--- src/rtl/score_history_store_pkg.sv ---
// Shared types for the play-history ring buffer: record layout, FSM states, depth.
package score_history_store_pkg;

  localparam int HIST_DEPTH = 9;
  localparam int NAME_LEN   = 16;

  localparam logic [NAME_LEN*8-1:0] BLANK_NAME = {NAME_LEN{8'h20}};

  typedef struct packed {
    logic [7:0]            user_id;
    logic [15:0]           score;
    logic [NAME_LEN*8-1:0] name;
  } PlayRecord;

  typedef enum logic [1:0] {HS_IDLE, HS_COMMIT, HS_CLEAR} HistStoreState;

  localparam PlayRecord BLANK_REC = '{user_id: 8'd0, score: 16'd0, name: BLANK_NAME};

  // Ring-pointer increment that wraps at an arbitrary depth (no modulo hardware).
  function automatic logic [3:0] wrap_inc(input logic [3:0] v, input int depth);
    return (v == 4'(depth - 1)) ? 4'd0 : v + 4'd1;
  endfunction

endpackage

--- src/rtl/score_history_store_hist_index_map.sv ---
// Maps a display index (1 = newest) onto a physical ring slot.
module hist_index_map
  import score_history_store_pkg::*;
#(
  parameter int DEPTH = HIST_DEPTH
) (
  input  logic [3:0] head,
  input  logic [3:0] count,
  input  logic [7:0] k,
  output logic [3:0] slot,
  output logic       valid
);

  logic [3:0] off;

  always_comb begin
    valid = (k != 8'd0) && (k <= {4'd0, count});
    // Only meaningful when valid, where k <= DEPTH fits in 4 bits.
    off   = k[3:0] - 4'd1;
    // Wrapping subtract; 4-bit overflow of head+DEPTH cancels in the subtraction.
    slot  = (head >= off) ? (head - off) : (head + 4'(DEPTH) - off);
  end

endmodule

--- src/rtl/score_history_store.sv ---
// Newest-first ring store of finished plays with registered indexed reads,
// all-time best score, and a DEPTH-cycle slot-by-slot clear.
module score_history_store
  import score_history_store_pkg::*;
#(
  parameter int DEPTH = HIST_DEPTH
) (
  input  logic        prog_clk,
  input  logic        rst_n,
  input  logic        wr_valid,
  output logic        wr_ready,
  input  PlayRecord   wr_record,
  input  logic        clr,
  input  logic [7:0]  read_record_id,
  output PlayRecord   record_data,
  output logic        rec_valid,
  output logic [3:0]  rec_count,
  output logic [15:0] best_score,
  output logic        busy
);

  HistStoreState state, state_nxt;
  logic          clr_pend;
  logic          clr_req;
  logic [3:0]    head;
  logic [3:0]    head_inc;
  logic [3:0]    clr_cnt;
  logic          clr_last;
  PlayRecord     wr_buf;
  PlayRecord     slots [DEPTH];
  logic [3:0]    map_slot;
  logic          map_valid;

  assign clr_req  = clr | clr_pend;
  assign head_inc = wrap_inc(head, DEPTH);
  assign clr_last = (clr_cnt == 4'(DEPTH - 1));

  always_comb begin
    state_nxt = state;
    wr_ready  = 1'b0;
    busy      = 1'b0;
    case (state)
      HS_IDLE: begin
        // A clear request wins over a simultaneous write offer.
        wr_ready = ~clr_req;
        if (clr_req)       state_nxt = HS_CLEAR;
        else if (wr_valid) state_nxt = HS_COMMIT;
      end
      HS_COMMIT: begin
        busy      = 1'b1;
        state_nxt = HS_IDLE;
      end
      HS_CLEAR: begin
        busy = 1'b1;
        if (clr_last) state_nxt = HS_IDLE;
      end
      default: state_nxt = HS_IDLE;
    endcase
  end

  always_ff @(posedge prog_clk or negedge rst_n) begin
    if (!rst_n) begin
      state      <= HS_IDLE;
      head       <= 4'(DEPTH - 1);
      rec_count  <= 4'd0;
      best_score <= 16'd0;
      clr_pend   <= 1'b0;
      clr_cnt    <= 4'd0;
      wr_buf     <= BLANK_REC;
    end else begin
      state <= state_nxt;
      if (wr_valid && wr_ready) wr_buf <= wr_record;

      case (state)
        HS_COMMIT: begin
          head <= head_inc;
          if (rec_count != 4'(DEPTH)) rec_count <= rec_count + 4'd1;
          if (wr_buf.score > best_score) best_score <= wr_buf.score;
        end
        HS_CLEAR: begin
          if (clr_cnt == 4'd0) begin
            rec_count  <= 4'd0;
            best_score <= 16'd0;
            head       <= 4'(DEPTH - 1);
          end
          clr_cnt <= clr_last ? 4'd0 : clr_cnt + 4'd1;
        end
        default: ;
      endcase

      // A fresh clr arriving in a non-IDLE cycle is remembered even on CLEAR entry.
      if (clr && state != HS_IDLE)                   clr_pend <= 1'b1;
      else if (state == HS_CLEAR && clr_cnt == 4'd0) clr_pend <= 1'b0;
    end
  end

  always_ff @(posedge prog_clk or negedge rst_n) begin
    if (!rst_n) begin
      for (int i = 0; i < DEPTH; i++) slots[i] <= BLANK_REC;
    end else begin
      for (int i = 0; i < DEPTH; i++) begin
        if (state == HS_CLEAR && clr_cnt == 4'(i))
          slots[i] <= BLANK_REC;
        else if (state == HS_COMMIT && head_inc == 4'(i))
          slots[i] <= wr_buf;
      end
    end
  end

  hist_index_map #(.DEPTH(DEPTH)) u_map (
    .head  (head),
    .count (rec_count),
    .k     (read_record_id),
    .slot  (map_slot),
    .valid (map_valid)
  );

  always_ff @(posedge prog_clk or negedge rst_n) begin
    if (!rst_n) begin
      record_data <= BLANK_REC;
      rec_valid   <= 1'b0;
    end else if (state == HS_CLEAR || !map_valid) begin
      record_data <= BLANK_REC;
      rec_valid   <= 1'b0;
    end else begin
      record_data <= slots[map_slot];
      rec_valid   <= 1'b1;
    end
  end

endmodule

--- config.mk ---
export PLATFORM = sky130hd
export DESIGN_NAME = score_history_store
export DESIGN_NICKNAME = d
export VERILOG_FILES = /design/src/rtl/score_history_store_pkg.sv /design/src/rtl/score_history_store_hist_index_map.sv /design/src/rtl/score_history_store.sv
export SDC_FILE = /design/constraint.sdc
export NUM_CORES = 2
export LEC_CHECK = 0
export CORE_MARGIN = 5
export CORE_UTILIZATION = 45
export CTS_BUF_LIST = sky130_fd_sc_hd__clkbuf_16
export DETAILED_ROUTE_END_ITERATION = 10
export DONT_BUFFER_PORTS = 1
export PLACE_DENSITY = 0.67
export SYNTH_ARGS = -nofsm -noshare
export SYNTH_HDL_FRONTEND = slang
export SYNTH_SLANG_ARGS = --single-unit
--- constraint.sdc ---
create_clock -name prog_clk -period 4.2 [get_ports prog_clk]
set_clock_uncertainty 0.1 [all_clocks]
set_input_delay 1.26 -clock prog_clk [delete_from_list [all_inputs] [get_ports prog_clk]]
set_output_delay 1.26 -clock prog_clk [all_outputs]
set_load 0.05 [all_outputs]
Word-level counts from Yosys, hierarchy flattened
Cells that the tools add are included. W data, S select, Z words.

Register bits: 1704. Bits of input ports: 164. Output and inout port bits: 175. Word-level logic and storage cells: 165.

Add/subtract/negate cells: 7. Magnitude comparators: 4. Equal/unequal tests: 25. Multiplexer cells: 42. Bitwise gates (word level): 3. Reductions and logical operators: 44.

Operators with widths (number): $mux W152 (21); $bmux W152 S4 (1); $eq A4 B3 Y1 const B (8); $mux W16 (2); $pmux W16 S2 (1); $mux W4 (6); $reduce_bool A2 Y1 (12); $logic_and A1 B1 Y1 (21); $eq A4 B2 Y1 const B (4); $gt A16 B16 Y1 (1); $pmux W4 S2 (2); $add A4 B1 Y4 const B (3); $eq A4 B4 Y1 const B (3); $eq A4 B1 Y1 const B (2); $le A8 B4 Y1 (1); $logic_not A4 Y1 (2); $ne A2 B2 Y1 const B (4); $reduce_bool A8 Y1 (1); $sub A4 B4 Y4 (2); $mux W2 (3); $reduce_and A3 Y1 (2); $ge A5 B5 Y1 const B (1); $mux W1 (5); $not A4 Y5 (1); 15 further kinds (16).

Longest topological paths before layout
Depth in word-level cells: 8. Mapped depth: 17. Mapped depth without buffers: 12.

Cells and area by module
Synthesis repeated with hierarchy kept, for this count alone.

Cell total of the unflattened synthesis: 7268. Area, all modules: 75792.7 µm².

By module, submodules not included: score_history_store (instances 1, cells each 7209, area each 75323.5 µm², sequential area each 42862.4 µm²); hist_index_map (instances 1, cells each 59, area each 469.2 µm², sequential area each 0.0 µm²).

Worst setup path after synthesis
Ideal clock, no wire load.

Path type: input port to flip-flop. From: in read_record_id[0]. To: reg record_data[67] (netlist bit). Library setup time: 0.151 ns. Arrival time: 4.155 ns. Required time: 3.949 ns. Path slack: -0.206 ns. Stages on the path: 17. Buffers on the path: 5. Path through: inv_1 -> ha_1 -> inv_1 -> ha_1 -> inv_1 -> ha_1 -> fa_1 -> buf_2 -> buf_2 -> buf_2 -> buf_2 -> buf_1 -> nor2_1 -> nor2_1 -> a211oi_1 -> a31oi_1 -> a311oi_2.

Cells in the longest elaborated chain, start to end: 8. Elaborated cells on any way between the ends: 15. Classes of those cells: add/sub: 3; order compare: 2; mux: 5; bitwise: 1; reduce/logical: 4.

RTL lines: start: declaration (line score_history_store.sv:14) `input logic [7:0] read_record_id,`; $sub A4 B1 Y4 (line score_history_store_hist_index_map.sv:19) `off = k[3:0] - 4'd1;`; $sub A4 B4 Y4 or $ge A4 B4 Y1 (tied branches) (line score_history_store_hist_index_map.sv:21) `slot = (head >= off) ? (head - off) : (head + 4'(DEPTH) - off);`; $mux W4 (line score_history_store_hist_index_map.sv:21); $not A4 Y5 (implied by the code) (line score_history_store.sv:126) `record_data <= slots[map_slot];`; $bmux W152 S4 (line score_history_store.sv:126); $mux W152 (implied by the code) (2 in series) (line score_history_store.sv:126); $mux W152 * (line score_history_store.sv:122) `end else if (state == HS_CLEAR || !map_valid) begin`; end signal: assignment (line score_history_store.sv:126); end: declaration (line score_history_store.sv:15) `output PlayRecord record_data,`.

Mark *: on every way between the ends. The rest lies on a longest branch, timed or not. The select of a mux whose other input is x is not followed. A chain may end at the register's enable or synchronous reset.

Worst setup path in the final report
From: in read_record_id[0]. To: reg record_data[92] (netlist bit).

The elaborated chain is that of the path after synthesis.

==> out/metrics.cfg <==
[run_status]
outcome=finished, final reports clean

[power_and_ir_drop]
vdd_drop_max_v=0.000537
p_seq_frac=0.328
comb_power_share=0.450
p_int_mw=41.2
power.switching_mw=31.0
power_density_nw_per_um2=724
switching_share=0.430
pwr-share-clk=0.222
p_leak_nw=44.0

[global_routing]
grt_max_degree=183
grt_pass1_vias=74464
antenna_found_initial=12
overflow=0
track_usage=0.296
grt_pass1_wl_um=470000

[timing]
timing.fmax_ghz=0.260
finalCritPeriodShare=0.915
rsz0062_at_grt=no
slew_violations=0
hold_viol=0
min_period_ns=3.84
hold_ws_ns=0.231
slew_headroom=0.221
setup_viol=0
worstMarginPinSlew_ns=1.16
tns_ns=0

[drt]
drc=0
drt_iter0_markers=8408
vias=73919
dr.pass1.iters=7
detail_route.wl_per_cell_um=27.5
via_per_inst=6.51
detail-route-antenna-nets=0
wirelength_um=313000

[placement]
dpl_cell_area_um2=93900
port_buffers=0
dp_hpwl_um=183000
place_inst=11015
routabilityCongestion=0.848

[clocking]
path_clk_slew_ns=0.06
clk_path_buf_depth=3
cts_max_level=4
cts_setup_buffers=0
cts_tree=yes
cts-resized-gates=0
insertion_delay_ns=0.85
clock-root-buffer=clkbuf_16
clkSinkCount=1704
postCtsHoldBufs=0
numCtsBuffers=185

[logic_synthesis]
ys_ff_latch=1704
synthDistinctLibCells=68
syn_avg_cell_area_um2=9.95
synth-edff-count=0
synth_area_um2=88300
synthesis.nets=9082
synthCells=8873
async_reset_ff_frac=1.00
synth_ff_type=dfrtp_1
yosysSeqAreaShare=0.486
yosysWarningCount=0

[worst_setup_path]
worstPathCellList=inv_1 -> ha_1 -> inv_1 -> ha_1 -> inv_1 -> ha_4 -> fa_4 -> o211ai_1 -> buf_12 -> buf_12 -> o221ai_1 -> o21ai_0 -> a311oi_1
rr_startpoint=state[1]$_DFFE_PN0P_
r2r-end=slots[589]$_DFFE_PN0P_
cp.buffers_inverters=5
cp_max_fo=36
reg2reg_slack_ns=0.53
cp.arrival_ns=4.40
max_stage_delay_ns=0.83
cp_num_cells=13
critPathLaunchType=input port
rr_worst_depth=7
cpLargestDelayFamily=adder cells
cp_common_cell=inv_1
critical_path_required_ns=4.76
startpoint=read_record_id[0]
critical-path-slowest-cell=fa_4
worst-setup-path-type=input port to register
crit_end=record_data[92]$_DFF_PN0_
worstSetupEndpointType=register

[die]
initial_core_util=0.453
rows=162
coreArea_um2=195000
fp.dieH_um=453
die_w_um=453
ios=339
die-area_um2=205000

[hold_path]
hold_path_class=input port to asynchronous set/reset pin

[flow_run]
drv_cap=0

[finish]
final_common_cell=nand2_1
fin_area_um2=99800
layout_common_cells=1694 x nand2_1, 1527 x dfrtp_1, 1113 x mux2i_1
final_nets=8787
instances_no_fill=11358
syn2layout_area_growth_pct=13.0
drive_gt1_frac=0.150

-- kinds of logic (layout without fill, tap and decap cells) --
family / after synthesis / count (layout) / synth area share
and+or+nand+nor: 2210 / 2210 / 0.0990
DFF: 1704 / 1704 / 0.486
AOI/OAI and AO/OA: 2538 / 2538 / 0.199
buffers and inverters: 1021 / 876 / 0.0507
xor gates and xnor gates: 6 / 6 / 0.000680
adders and majority gates: 45 / 45 / 0.00663
other: 0 / 6 / 0
muxes: 1349 / 1349 / 0.158
-- synth_stat cells, drive strengths merged, types with 2 or more instances --
master	n	area share
ha	42	0.0060
nand2b	6	0.00043
a22o	561	0.056
a31oi	138	0.0098
nor2b	44	0.0031
a2111oi	2	0.00020
a21o	2	0.00017
dfstp	177	0.053
a311oi	134	0.019
o221ai	151	0.015
mux2	219	0.028
nor3	3	0.00028
and3	8	0.00057
a211oi	171	0.015
o21a	4	0.00034
o21ai	310	0.018
a21oi	827	0.047
o211ai	5	0.00043
nor2	276	0.012
o22ai	153	0.011
nor4	3	0.00021
nand4	7	0.00050
xnor2	5	0.00058
clkbuf	571	0.024
o31ai	4	0.00034
inv	32	0.0014
fa	3	0.00068
nand2	1699	0.072
dfrtp	1527	0.43
and2	10	0.00071
buf	417	0.025
nand3	145	0.0083
mux4	17	0.0043
o22a	64	0.0063
mux2i	1113	0.13
o31a	2	0.00020
and4	3	0.00030
-- stage by stage --
stage / power [mW] / utilization / setup WS, ns
final: 72.3 / 0.512 / 0.358
after global routing: 75.0 / 0.512 / 0.222
after CTS: 71.8 / 0.512 / 0.460
after detailed placement: 55.7 / 0.481 / -0.416
after global placement: 55.0 / 0.481 / -0.398
after floorplan: 42.3 / - / -0.0303
-- power by group through the flow --
stage,Combinational [mW],Clock (mW),Sequential (mW)
6_report,32.5,16.1,23.7
4_1_cts,32.0,16.3,23.6
3_3_place_gp,31.4,0,23.7
5_1_grt,34.1,16.9,24.0
3_5_place_dp,31.9,0,23.8
2_1_floorplan,21.3,0,21.0
-- layer usage --
| metal | part of all wire | vias up | GRT usage |
|---|---|---|---|
| met5 | 0.000022 | - | 0 |
| met4 | 0.052 | 2 | 0.143 |
| met3 | 0.096 | 956 | 0.0641 |
| met2 | 0.46 | 4107 | 0.473 |
| met1 | 0.39 | 37522 | 0.384 |
| li1 | - | 31332 | - |
-- state kept, by name (all words and copies together), names as in the netlist --
| register | flops |
|---|---|
| slots | 1368 |
| record_data | 152 |
| wr_buf | 152 |
| best_score | 16 |
| clr_cnt | 4 |
| head | 4 |
| rec_count | 4 |
| state | 2 |
| clr_pend | 1 |
| rec_valid | 1 |
-- cell type report --
| class | count | area (µm²) |
|---|---|---|
| tap | 2624 | 3280 |
| antenna | 6 | 15.0 |
| sequential | 1704 | 42900 |
| multi-input combinational | 6148 | 41200 |
| clock inverter | 150 | 1200 |
| inverter | 33 | 124 |
| timing repair buffer | 506 | 6430 |
| fill | 17152 | 95200 |
| clock buffer | 187 | 4680 |
-- worst register-to-register path, delay by kind of cell (launching register included) --
| kind | cells | cell delay, ns |
|---|---|---|
| AOI/OAI and AO/OA | 1 | 0.15 |
| and+or+nand+nor | 3 | 1.74 |
| adders and majority gates | 1 | 0.71 |
| DFF | 1 | 0.39 |
| buffers and inverters | 2 | 0.50 |
-- worst min path at each step --
stage                           startpoint                endpoint  slack [ns]  cells after the start
floorplan             clr_pend$_DFFE_PN0P_    clr_pend$_DFFE_PN0P_        0.35                      2
global placement      clr_pend$_DFFE_PN0P_    clr_pend$_DFFE_PN0P_        0.36                      2
detailed placement  slots[117]$_DFFE_PN1P_  slots[117]$_DFFE_PN1P_        0.38                      2
CTS                                  rst_n  slots[335]$_DFFE_PN0P_        0.20                      1
global route                         rst_n  wr_buf[28]$_DFFE_PN0P_        0.21                      1
finish                               rst_n  wr_buf[28]$_DFFE_PN0P_        0.23                      1
Note: power is estimated with default switching activity, not from simulation.
